### config.mk
export PLATFORM = sky130hd
export DESIGN_NAME = vram_req_bridge
export DESIGN_NICKNAME = d
export VERILOG_FILES = /design/src/rtl/vram_req_bridge.sv
export SDC_FILE = /design/constraint.sdc
export NUM_CORES = 1
export LEC_CHECK = 0
export ABC_AREA = 1
export BUFFER_PORTS_ARGS = -buffer_cell sky130_fd_sc_hd__buf_2
export CORE_ASPECT_RATIO = 1.4
export CORE_UTILIZATION = 49
export DETAILED_ROUTE_END_ITERATION = 12
export PLACE_DENSITY_LB_ADDON = 0.15
export REMOVE_ABC_BUFFERS = 1
export SETUP_SLACK_MARGIN = 0.3
export SYNTH_ARGS = -nofsm -noshare
export SYNTH_HDL_FRONTEND = slang
export SYNTH_SLANG_ARGS = --single-unit
### constraint.sdc
create_clock -name clk -period 3.2 [get_ports clk]
set_input_delay 0.32 -clock clk [delete_from_list [all_inputs] [get_ports clk]]
set_output_delay 0.32 -clock clk [all_outputs]
set_load 0.03 [all_outputs]
### src/rtl/vram_req_bridge.sv
// vram_req_bridge
// Memory-side responder for the game logic's VRAM request interface.
// Client writes and reads share one in-order command FIFO. Commands are
// issued one at a time on a req/ack memory port. Read results return
// through a show-ahead read-data FIFO. A read is issued only when its
// result is guaranteed a slot, so a blocked read stalls every later
// command behind it.

module vram_req_bridge #(
    parameter int ADDR_W = 16,
    parameter int DATA_W = 16,
    parameter int CDEPTH = 4,
    parameter int RDEPTH = 4
) (
    input  logic              clk,
    input  logic              Reset_n,
    input  logic              write,
    input  logic [ADDR_W-1:0] writeaddr,
    input  logic [DATA_W-1:0] writedata,
    input  logic              read,
    input  logic [ADDR_W-1:0] readaddr,
    output logic              wr_full,
    output logic              rd_empty,
    output logic [DATA_W-1:0] readdata,
    input  logic              rd_pop,
    output logic              cmd_drop,
    output logic              mem_req,
    output logic              mem_we,
    output logic [ADDR_W-1:0] mem_addr,
    output logic [DATA_W-1:0] mem_wdata,
    input  logic              mem_ack,
    input  logic [DATA_W-1:0] mem_rdata
);

    localparam int CAW   = $clog2(CDEPTH);
    localparam int RAW   = $clog2(RDEPTH);
    localparam int CMD_W = 1 + ADDR_W + DATA_W;

    localparam logic [CAW:0] CPTR_ONE = {{CAW{1'b0}}, 1'b1};
    localparam logic [RAW:0] RPTR_ONE = {{RAW{1'b0}}, 1'b1};

    typedef enum logic [0:0] {
        ST_IDLE  = 1'b0,
        ST_ISSUE = 1'b1
    } state_t;

    // Command FIFO: entry = {we, addr, wdata}
    logic [CMD_W-1:0]  cmd_mem_r [CDEPTH];
    logic [CAW:0]      cmd_wptr_r;
    logic [CAW:0]      cmd_rptr_r;
    logic              cmd_full_s;
    logic              cmd_empty_s;
    logic              cmd_push_s;
    logic              cmd_pop_s;
    logic [CMD_W-1:0]  cmd_wentry_s;
    logic [CMD_W-1:0]  cmd_head_s;
    logic              head_we_s;
    logic [ADDR_W-1:0] head_addr_s;
    logic [DATA_W-1:0] head_data_s;
    logic              drop_s;
    logic              cmd_drop_r;

    // Read-data FIFO
    logic [DATA_W-1:0] rd_mem_r [RDEPTH];
    logic [RAW:0]      rd_wptr_r;
    logic [RAW:0]      rd_rptr_r;
    logic              rd_full_s;
    logic              rd_empty_s;
    logic              rd_push_s;
    logic              rd_pop_s;

    // Memory port state
    state_t            state_r;
    state_t            next_state_s;
    logic              mem_req_r;
    logic              mem_we_r;
    logic [ADDR_W-1:0] mem_addr_r;
    logic [DATA_W-1:0] mem_wdata_r;
    logic              mem_req_nxt_s;
    logic              mem_we_nxt_s;
    logic [ADDR_W-1:0] mem_addr_nxt_s;
    logic [DATA_W-1:0] mem_wdata_nxt_s;

    // Pointer-derived FIFO status; MSB differs only when the writer has lapped the reader
    assign cmd_empty_s = (cmd_wptr_r == cmd_rptr_r);
    assign cmd_full_s  = (cmd_wptr_r[CAW] != cmd_rptr_r[CAW]) &&
                         (cmd_wptr_r[CAW-1:0] == cmd_rptr_r[CAW-1:0]);
    assign rd_empty_s  = (rd_wptr_r == rd_rptr_r);
    assign rd_full_s   = (rd_wptr_r[RAW] != rd_rptr_r[RAW]) &&
                         (rd_wptr_r[RAW-1:0] == rd_rptr_r[RAW-1:0]);

    assign cmd_head_s  = cmd_mem_r[cmd_rptr_r[CAW-1:0]];
    assign head_we_s   = cmd_head_s[CMD_W-1];
    assign head_addr_s = cmd_head_s[CMD_W-2 -: ADDR_W];
    assign head_data_s = cmd_head_s[DATA_W-1:0];

    assign rd_pop_s    = rd_pop && !rd_empty_s;

    assign wr_full     = cmd_full_s;
    assign rd_empty    = rd_empty_s;
    assign readdata    = rd_empty_s ? {DATA_W{1'b0}} : rd_mem_r[rd_rptr_r[RAW-1:0]];
    assign cmd_drop    = cmd_drop_r;
    assign mem_req     = mem_req_r;
    assign mem_we      = mem_we_r;
    assign mem_addr    = mem_addr_r;
    assign mem_wdata   = mem_wdata_r;

    // Client request arbitration: write wins over read, anything arriving while full is dropped
    always_comb begin
        cmd_wentry_s = {CMD_W{1'b0}};
        cmd_push_s   = 1'b0;
        drop_s       = 1'b0;
        if (write) begin
            cmd_wentry_s = {1'b1, writeaddr, writedata};
        end else if (read) begin
            cmd_wentry_s = {1'b0, readaddr, {DATA_W{1'b0}}};
        end else begin
            cmd_wentry_s = {CMD_W{1'b0}};
        end
        if ((write || read) && !cmd_full_s) begin
            cmd_push_s = 1'b1;
        end else begin
            cmd_push_s = 1'b0;
        end
        if ((write && read) || ((write || read) && cmd_full_s)) begin
            drop_s = 1'b1;
        end else begin
            drop_s = 1'b0;
        end
    end

    // Command FIFO storage write
    always_ff @(posedge clk) begin
        if (cmd_push_s) begin
            cmd_mem_r[cmd_wptr_r[CAW-1:0]] <= cmd_wentry_s;
        end
    end

    // Command FIFO pointers and drop pulse
    always_ff @(posedge clk or negedge Reset_n) begin
        if (!Reset_n) begin
            cmd_wptr_r <= {(CAW+1){1'b0}};
            cmd_rptr_r <= {(CAW+1){1'b0}};
            cmd_drop_r <= 1'b0;
        end else begin
            if (cmd_push_s) begin
                cmd_wptr_r <= cmd_wptr_r + CPTR_ONE;
            end
            if (cmd_pop_s) begin
                cmd_rptr_r <= cmd_rptr_r + CPTR_ONE;
            end
            cmd_drop_r <= drop_s;
        end
    end

    // FSM state register
    always_ff @(posedge clk or negedge Reset_n) begin
        if (!Reset_n) begin
            state_r <= ST_IDLE;
        end else begin
            state_r <= next_state_s;
        end
    end

    // FSM next state: a read only leaves IDLE once its result has a guaranteed slot
    always_comb begin
        next_state_s = state_r;
        case (state_r)
            ST_IDLE: begin
                if (!cmd_empty_s && (head_we_s || !rd_full_s)) begin
                    next_state_s = ST_ISSUE;
                end else begin
                    next_state_s = ST_IDLE;
                end
            end
            ST_ISSUE: begin
                if (mem_ack) begin
                    next_state_s = ST_IDLE;
                end else begin
                    next_state_s = ST_ISSUE;
                end
            end
            default: begin
                next_state_s = ST_IDLE;
            end
        endcase
    end

    // FSM outputs: next memory-port values plus FIFO pop/push strobes on completion
    always_comb begin
        mem_req_nxt_s   = mem_req_r;
        mem_we_nxt_s    = mem_we_r;
        mem_addr_nxt_s  = mem_addr_r;
        mem_wdata_nxt_s = mem_wdata_r;
        cmd_pop_s       = 1'b0;
        rd_push_s       = 1'b0;
        case (state_r)
            ST_IDLE: begin
                if (next_state_s == ST_ISSUE) begin
                    mem_req_nxt_s   = 1'b1;
                    mem_we_nxt_s    = head_we_s;
                    mem_addr_nxt_s  = head_addr_s;
                    mem_wdata_nxt_s = head_data_s;
                end else begin
                    mem_req_nxt_s   = 1'b0;
                end
            end
            ST_ISSUE: begin
                if (mem_ack) begin
                    mem_req_nxt_s = 1'b0;
                    cmd_pop_s     = 1'b1;
                    rd_push_s     = !mem_we_r && (!rd_full_s || rd_pop_s);
                end else begin
                    mem_req_nxt_s = 1'b1;
                end
            end
            default: begin
                mem_req_nxt_s = 1'b0;
            end
        endcase
    end

    // Registered memory-port outputs, held stable for the whole request
    always_ff @(posedge clk or negedge Reset_n) begin
        if (!Reset_n) begin
            mem_req_r   <= 1'b0;
            mem_we_r    <= 1'b0;
            mem_addr_r  <= {ADDR_W{1'b0}};
            mem_wdata_r <= {DATA_W{1'b0}};
        end else begin
            mem_req_r   <= mem_req_nxt_s;
            mem_we_r    <= mem_we_nxt_s;
            mem_addr_r  <= mem_addr_nxt_s;
            mem_wdata_r <= mem_wdata_nxt_s;
        end
    end

    // Read-data FIFO storage write
    always_ff @(posedge clk) begin
        if (rd_push_s) begin
            rd_mem_r[rd_wptr_r[RAW-1:0]] <= mem_rdata;
        end
    end

    // Read-data FIFO pointers
    always_ff @(posedge clk or negedge Reset_n) begin
        if (!Reset_n) begin
            rd_wptr_r <= {(RAW+1){1'b0}};
            rd_rptr_r <= {(RAW+1){1'b0}};
        end else begin
            if (rd_push_s) begin
                rd_wptr_r <= rd_wptr_r + RPTR_ONE;
            end
            if (rd_pop_s) begin
                rd_rptr_r <= rd_rptr_r + RPTR_ONE;
            end
        end
    end

endmodule

# Word-level counts from Yosys, hierarchy flattened
# Memories as Yosys holds them, arrays and structs flattened.
# Index checks and enable logic that the tools add are counted.
# word_totals
reg_bits	48
latch_bits	0
ramBits	196
rom_bits	0
in_bits	70
out_inout_bits	53
wordCells	59
memories	2
# memory_table
memory	words	word_bits	rd	rd_ports_with_merged_regs	write_ports	line_no	rtl
cmd_mem_r	4	33	1	0	1	48	logic [CMD_W-1:0] cmd_mem_r [CDEPTH];
rd_mem_r	4	16	1	0	1	64	logic [DATA_W-1:0] rd_mem_r [RDEPTH];
# classes
add_sub_neg	4
multipliers	0
div	0
order_cmp	0
n_eq_ne	6
n_shift	0
n_mux	18
bitwise_logic	1
reduce_logical	18
# op_table
operator	n
33-bit two-way mux	1
32-bit two-way mux	1
16-bit two-way mux	1
1-bit two-way mux	13
3-bit by 1-bit adder with 3-bit output (second input constant)	4
1-bit logical AND	8
3-bit equality test	2
1-bit logical NOT	5
2-bit equality test	2
1-bit logical OR	4
1-bit case mux with 2 select lines	2
1-bit inequality test	2
2-bit AND reduction	1
1-bit inverter	1

# Logic depth before layout (Yosys ltp)
# depth
ltp_word	9
depth_mapped	11
ltp_nobuf	9

# Least setup slack after synthesis
# Ideal clock, no wire load.
# synth_timing
path_kind	register to register
from	reg cmd_rptr_r[1]
to	mem cmd_mem_r[0][0] (netlist bit), enable pin
setup_ns	0.423
t_arrival_ns	2.414
t_required_ns	2.777
path_slack_ns	0.363
path_stages_with_launch	8
path_buffers	1
period_less_slack_ns	2.837
cell_sequence	dfrtp_1 -> buf_4 -> inv_1 -> nand2_1 -> nand2_1 -> nand4_1 -> nand2_1 -> nor2_1
# synth_between
elab_chain_len	7
# synth_rtl
element	line_no	rtl
start, declared	50	logic [CAW:0] cmd_rptr_r;
start signal, assigned	143	cmd_rptr_r <= {(CAW+1){1'b0}};
start signal, assigned	150	cmd_rptr_r <= cmd_rptr_r + CPTR_ONE;
2-bit equality test	87	(cmd_wptr_r[CAW-1:0] == cmd_rptr_r[CAW-1:0]);
1-bit logical AND	86	assign cmd_full_s = (cmd_wptr_r[CAW] != cmd_rptr_r[CAW]) &&
1-bit logical NOT	120	if ((write || read) && !cmd_full_s) begin
1-bit logical AND	120	
1-bit two-way mux	120	
1-bit two-way mux	134	if (cmd_push_s) begin
1-bit two-way mux (not written as such)	135	cmd_mem_r[cmd_wptr_r[CAW-1:0]] <= cmd_wentry_s;
end, declared	48	
# No other way between the ends.

# Worst setup path in the final report
# layout_timing
from	reg rd_rptr_r[0]
to	out readdata[15]
# layout_between
elab_chain_len	2
elab_cells_between_ends	3
cone_classes	eq/ne: 1; mux: 1; memory: 1
# layout_rtl
element	line_no	rtl
start, declared	66	logic [RAW:0] rd_rptr_r;
start signal, assigned	249	rd_rptr_r <= {(RAW+1){1'b0}};
start signal, assigned	255	rd_rptr_r <= rd_rptr_r + RPTR_ONE;
memory 4 x 16 bit or 3-bit equality test (tied branches)	-	
16-bit two-way mux (*)	101	assign readdata = rd_empty_s ? {DATA_W{1'b0}} : rd_mem_r[rd_rptr_r[RAW-1:0]];
end, declared	24	output logic [DATA_W-1:0] readdata,
# Every way passes the cells marked *; elsewhere a longest branch is shown, timed or not.

==> implementation parameters <==
Parameter                              Value

Run status
  Outcome ... complete, no violations

Worst setup path
  Gate family responsible for the most delay along the worst path ... simple AND/OR/NAND/NOR gates
  Slack of the worst reg-to-reg path ... 0.83 ns
  Reg-to-Reg End ... cmd_mem_r[0][3]
  Sequence of cells on the critical path ... inv_2 -> nand2_1 -> nand2_1 -> nand3_2 -> nand2_1 -> inv_1 -> buf_2
  Critical-path top delay cell ... inv_2
  Buf/Inv on CP ... 3
  CP startpoint kind ... flop
  Launch instance of the worst register-to-register path ... cmd_rptr_r[1]
  Biggest fanout along the worst timing path ... 34
  Worst EP arrival ... 2.36 ns
  Kind of end point of the critical path ... primary output
  Number of cells on the worst reg-to-reg path ... 8
  Max stage delay on crit path ... 0.42 ns
  Critical path class ... reg -> out
  Most frequent cell on the critical path ... nand2_1
  Critical Path RT ... 2.88 ns

Place
  Post-place setup slack ... 0.840 ns
  Post-DP HPWL ... 12.9 mm
  Final weighted congestion of routability-driven global placement ... 0.750
  Buffers added on ports ... 122

Yosys
  Yosys Warn Count ... 0
  Sequential fraction of the synthesis area ... 71.2%
  Number of library cell types mapped by synthesis ... 25
  Mean instance size in the synthesized netlist ... 11.6 µm²
  Number of cells produced by synthesis ... 855
  Netlist area before placement ... 0.00991 mm²
  Number of storage elements in the synthesis netlist ... 243

Pwr
  Cell area power density ... 1070 mW/mm²
  Maximum ir drop on the vdd rail ... 559 µV
  Standby leakage power ... 4.87 nW
  Overall power consumption ... 12.4 mW

Timing
  Maximum clock frequency ... 373 MHz
  Final setup violation count ... 0
  Hold slack final ... 0.0392 ns
  Final Skew ... 0.0104 ns
  Slew Limit Fails ... 0
  Setup repair after global routing missed its margin ... false
  Pin slew with the least headroom to its limit ... 0.918 ns
  Final Hold Viols ... 0
  Max-slew headroom ... 38.8%
  Min Clock Period, post-route ... 2.68 ns
  Worst setup slack after layout ... 0.518 ns
  Fin crit share ... 83.8%

Global route
  Total overflow reported by the global router ... 0
  GRT Overall Usage ... 21.4%
  Global-route wire length before repair ... 34.1 mm
  Via count of the first global-routing pass ... 6390
  Antenna violations before repair ... 0
  Maximum number of pins on one net before global-route repair ... 43

Clock network
  Root Driver ... clkbuf_16
  Register clock-pin slew on the reported worst setup and hold paths ... 0.06 ns
  H-tree depth ... 1
  Maximum clock path buffer count ... 3
  Number of gates resized after cts ... 0
  TritonCTS sink count ... 243
  CTS Buf Count ... 23
  Clk Latency, worst-skew pair ... 0.50 ns
  Clock tree from TritonCTS ... yes

Job
  Reported max-cap violation count ... 0

Detailed routing
  Average wire length per cell after detail routing ... 17.1 µm
  Vias per cell ... 5.26
  Detailed router's first-iteration violation count ... 447
  1st-pass router iterations ... 5
  Wire length after detailed routing ... 21.3 mm
  Number of nets with antenna violations after detailed routing ... 0
  Total number of vias ... 6559
  DRC ... 0

Cells and area
  Layout cells sized above 1 ... 19.3%
  Number of nets at the end of the flow ... 1058
  Utilization of the core after routing ... 58.4%
  Layout overhead on the synthesized area ... 16.8%
  Commonest cells after routing, fill and taps aside ... edfxtp_1, nand2_1, buf_2, nor2_1, o21ai_0
  Commonest non-fill, non-tap cell in the layout ... edfxtp_1
  Diodes inserted ... 0

Worst hold path
  Tightest Hold Check Type ... in -> reg
  Startpoint of the tightest hold check path ... mem_rdata[9]
  Worst Hold Depth ... 1
  Hold Path Sink ... rd_mem_r[3][9]

Floorplan
  Initial Util ... 49.9%
  Core box area ... 0.0198 mm²
  Floorplan die area ... 0.0208 mm²
  Floorplan die width ... 122 µm
  Die height ... 170 µm
  Standard-cell rows ... 61
  I/O pin cnt ... 123
==> metrics by stage <==
stage / instance area (µm²) / std cells / TNS, ns
floorplan: 9680 / 808 / -55.74
global placement: 10800 / 1203 / 0
detailed placement: 10800 / 1203 / 0
CTS: 11600 / 1246 / 0
global route: 11600 / 1246 / 0
finish: 11600 / 1246 / 0
==> worst reg2reg max path, delay by kind of cell (launching register included) <==
family / cells / cell delay (ns)
DFF: 1 / 0.33
and+or+nand+nor: 5 / 0.91
buffers and inverters: 3 / 0.74
==> metal layers <==
metal	share of wire (%)	vias up	track usage, %	wire length, µm
met5	0	-	0	0
met4	1.7	0	5.46	369
met3	4.7	26	2.51	1010
met2	53	198	39.1	11200
met1	41	3142	26.6	8720
li1	-	3193	-	-
==> synth_stat cells (all sizes together) <==
master / n / area share [%]
nand4: 1 / 0.063
mux2i: 1 / 0.23
clkbuf: 27 / 1.0
nor2: 108 / 4.2
edfxtp: 196 / 59
ha: 10 / 1.3
xor2: 4 / 0.35
dfrtp: 47 / 12
nand2: 172 / 6.7
inv: 59 / 2.2
o22ai: 48 / 3.0
a21oi: 2 / 0.10
buf: 20 / 1.3
nand3: 56 / 2.9
o21ai: 100 / 5.0
xnor2: 4 / 0.35
==> area by class of cell <==
cell class              count  area, µm²
clock buffers              33        653
clock inverters             8       88.8
fillers                  1672       8260
inverters                  59        221
multi-input cells         506       2430
flip-flops and latches    243       7060
well taps                 252        315
repair buffers            145        813
==> where the power goes <==
part	internal, mW	switching [mW]
clock	1.58	1.10
sequential	4.47	0.305
combinational	1.39	3.51
==> what timing repair did <==
action / in CTS / in global routing
buffers inserted: 0 / 0
endpoints found under the hold margin: 36 / 0
hold buffers: 2 / 0
==> worst max path at each step <==
stage                     depth (start not counted)  slack (ns)          start          endpoint
after floorplan                                   4       -0.42  cmd_rptr_r[0]   cmd_mem_r[0][0]
after global placement                            8        0.89   rd_rptr_r[0]           mem_req
after detailed placement                          8        0.84  cmd_rptr_r[1]  cmd_mem_r[0][17]
after CTS                                         7        0.47   rd_rptr_r[0]      readdata[15]
after global routing                              7        0.38   rd_rptr_r[0]       readdata[4]
final                                             7        0.52   rd_rptr_r[0]      readdata[15]
==> kinds of logic after synthesis <==
logic type	count (synthesis)	synth area share, %
simple gates	337	13.8
flops	243	71.2
compound gates	150	8.18
buf+inv	106	4.58
fa+ha+maj	10	1.26
xor+xnor	8	0.707
mux	1	0.227
==> sequential cells by signal, summed over array words and instances (netlist names), 3 cells and up <==
signal	cells
cmd_mem_r	132
rd_mem_r	64
mem_addr	16
mem_wdata	16
cmd_rptr_r	3
cmd_wptr_r	3
rd_rptr_r	3
rd_wptr_r	3
(Power assumes the default switching activity.)
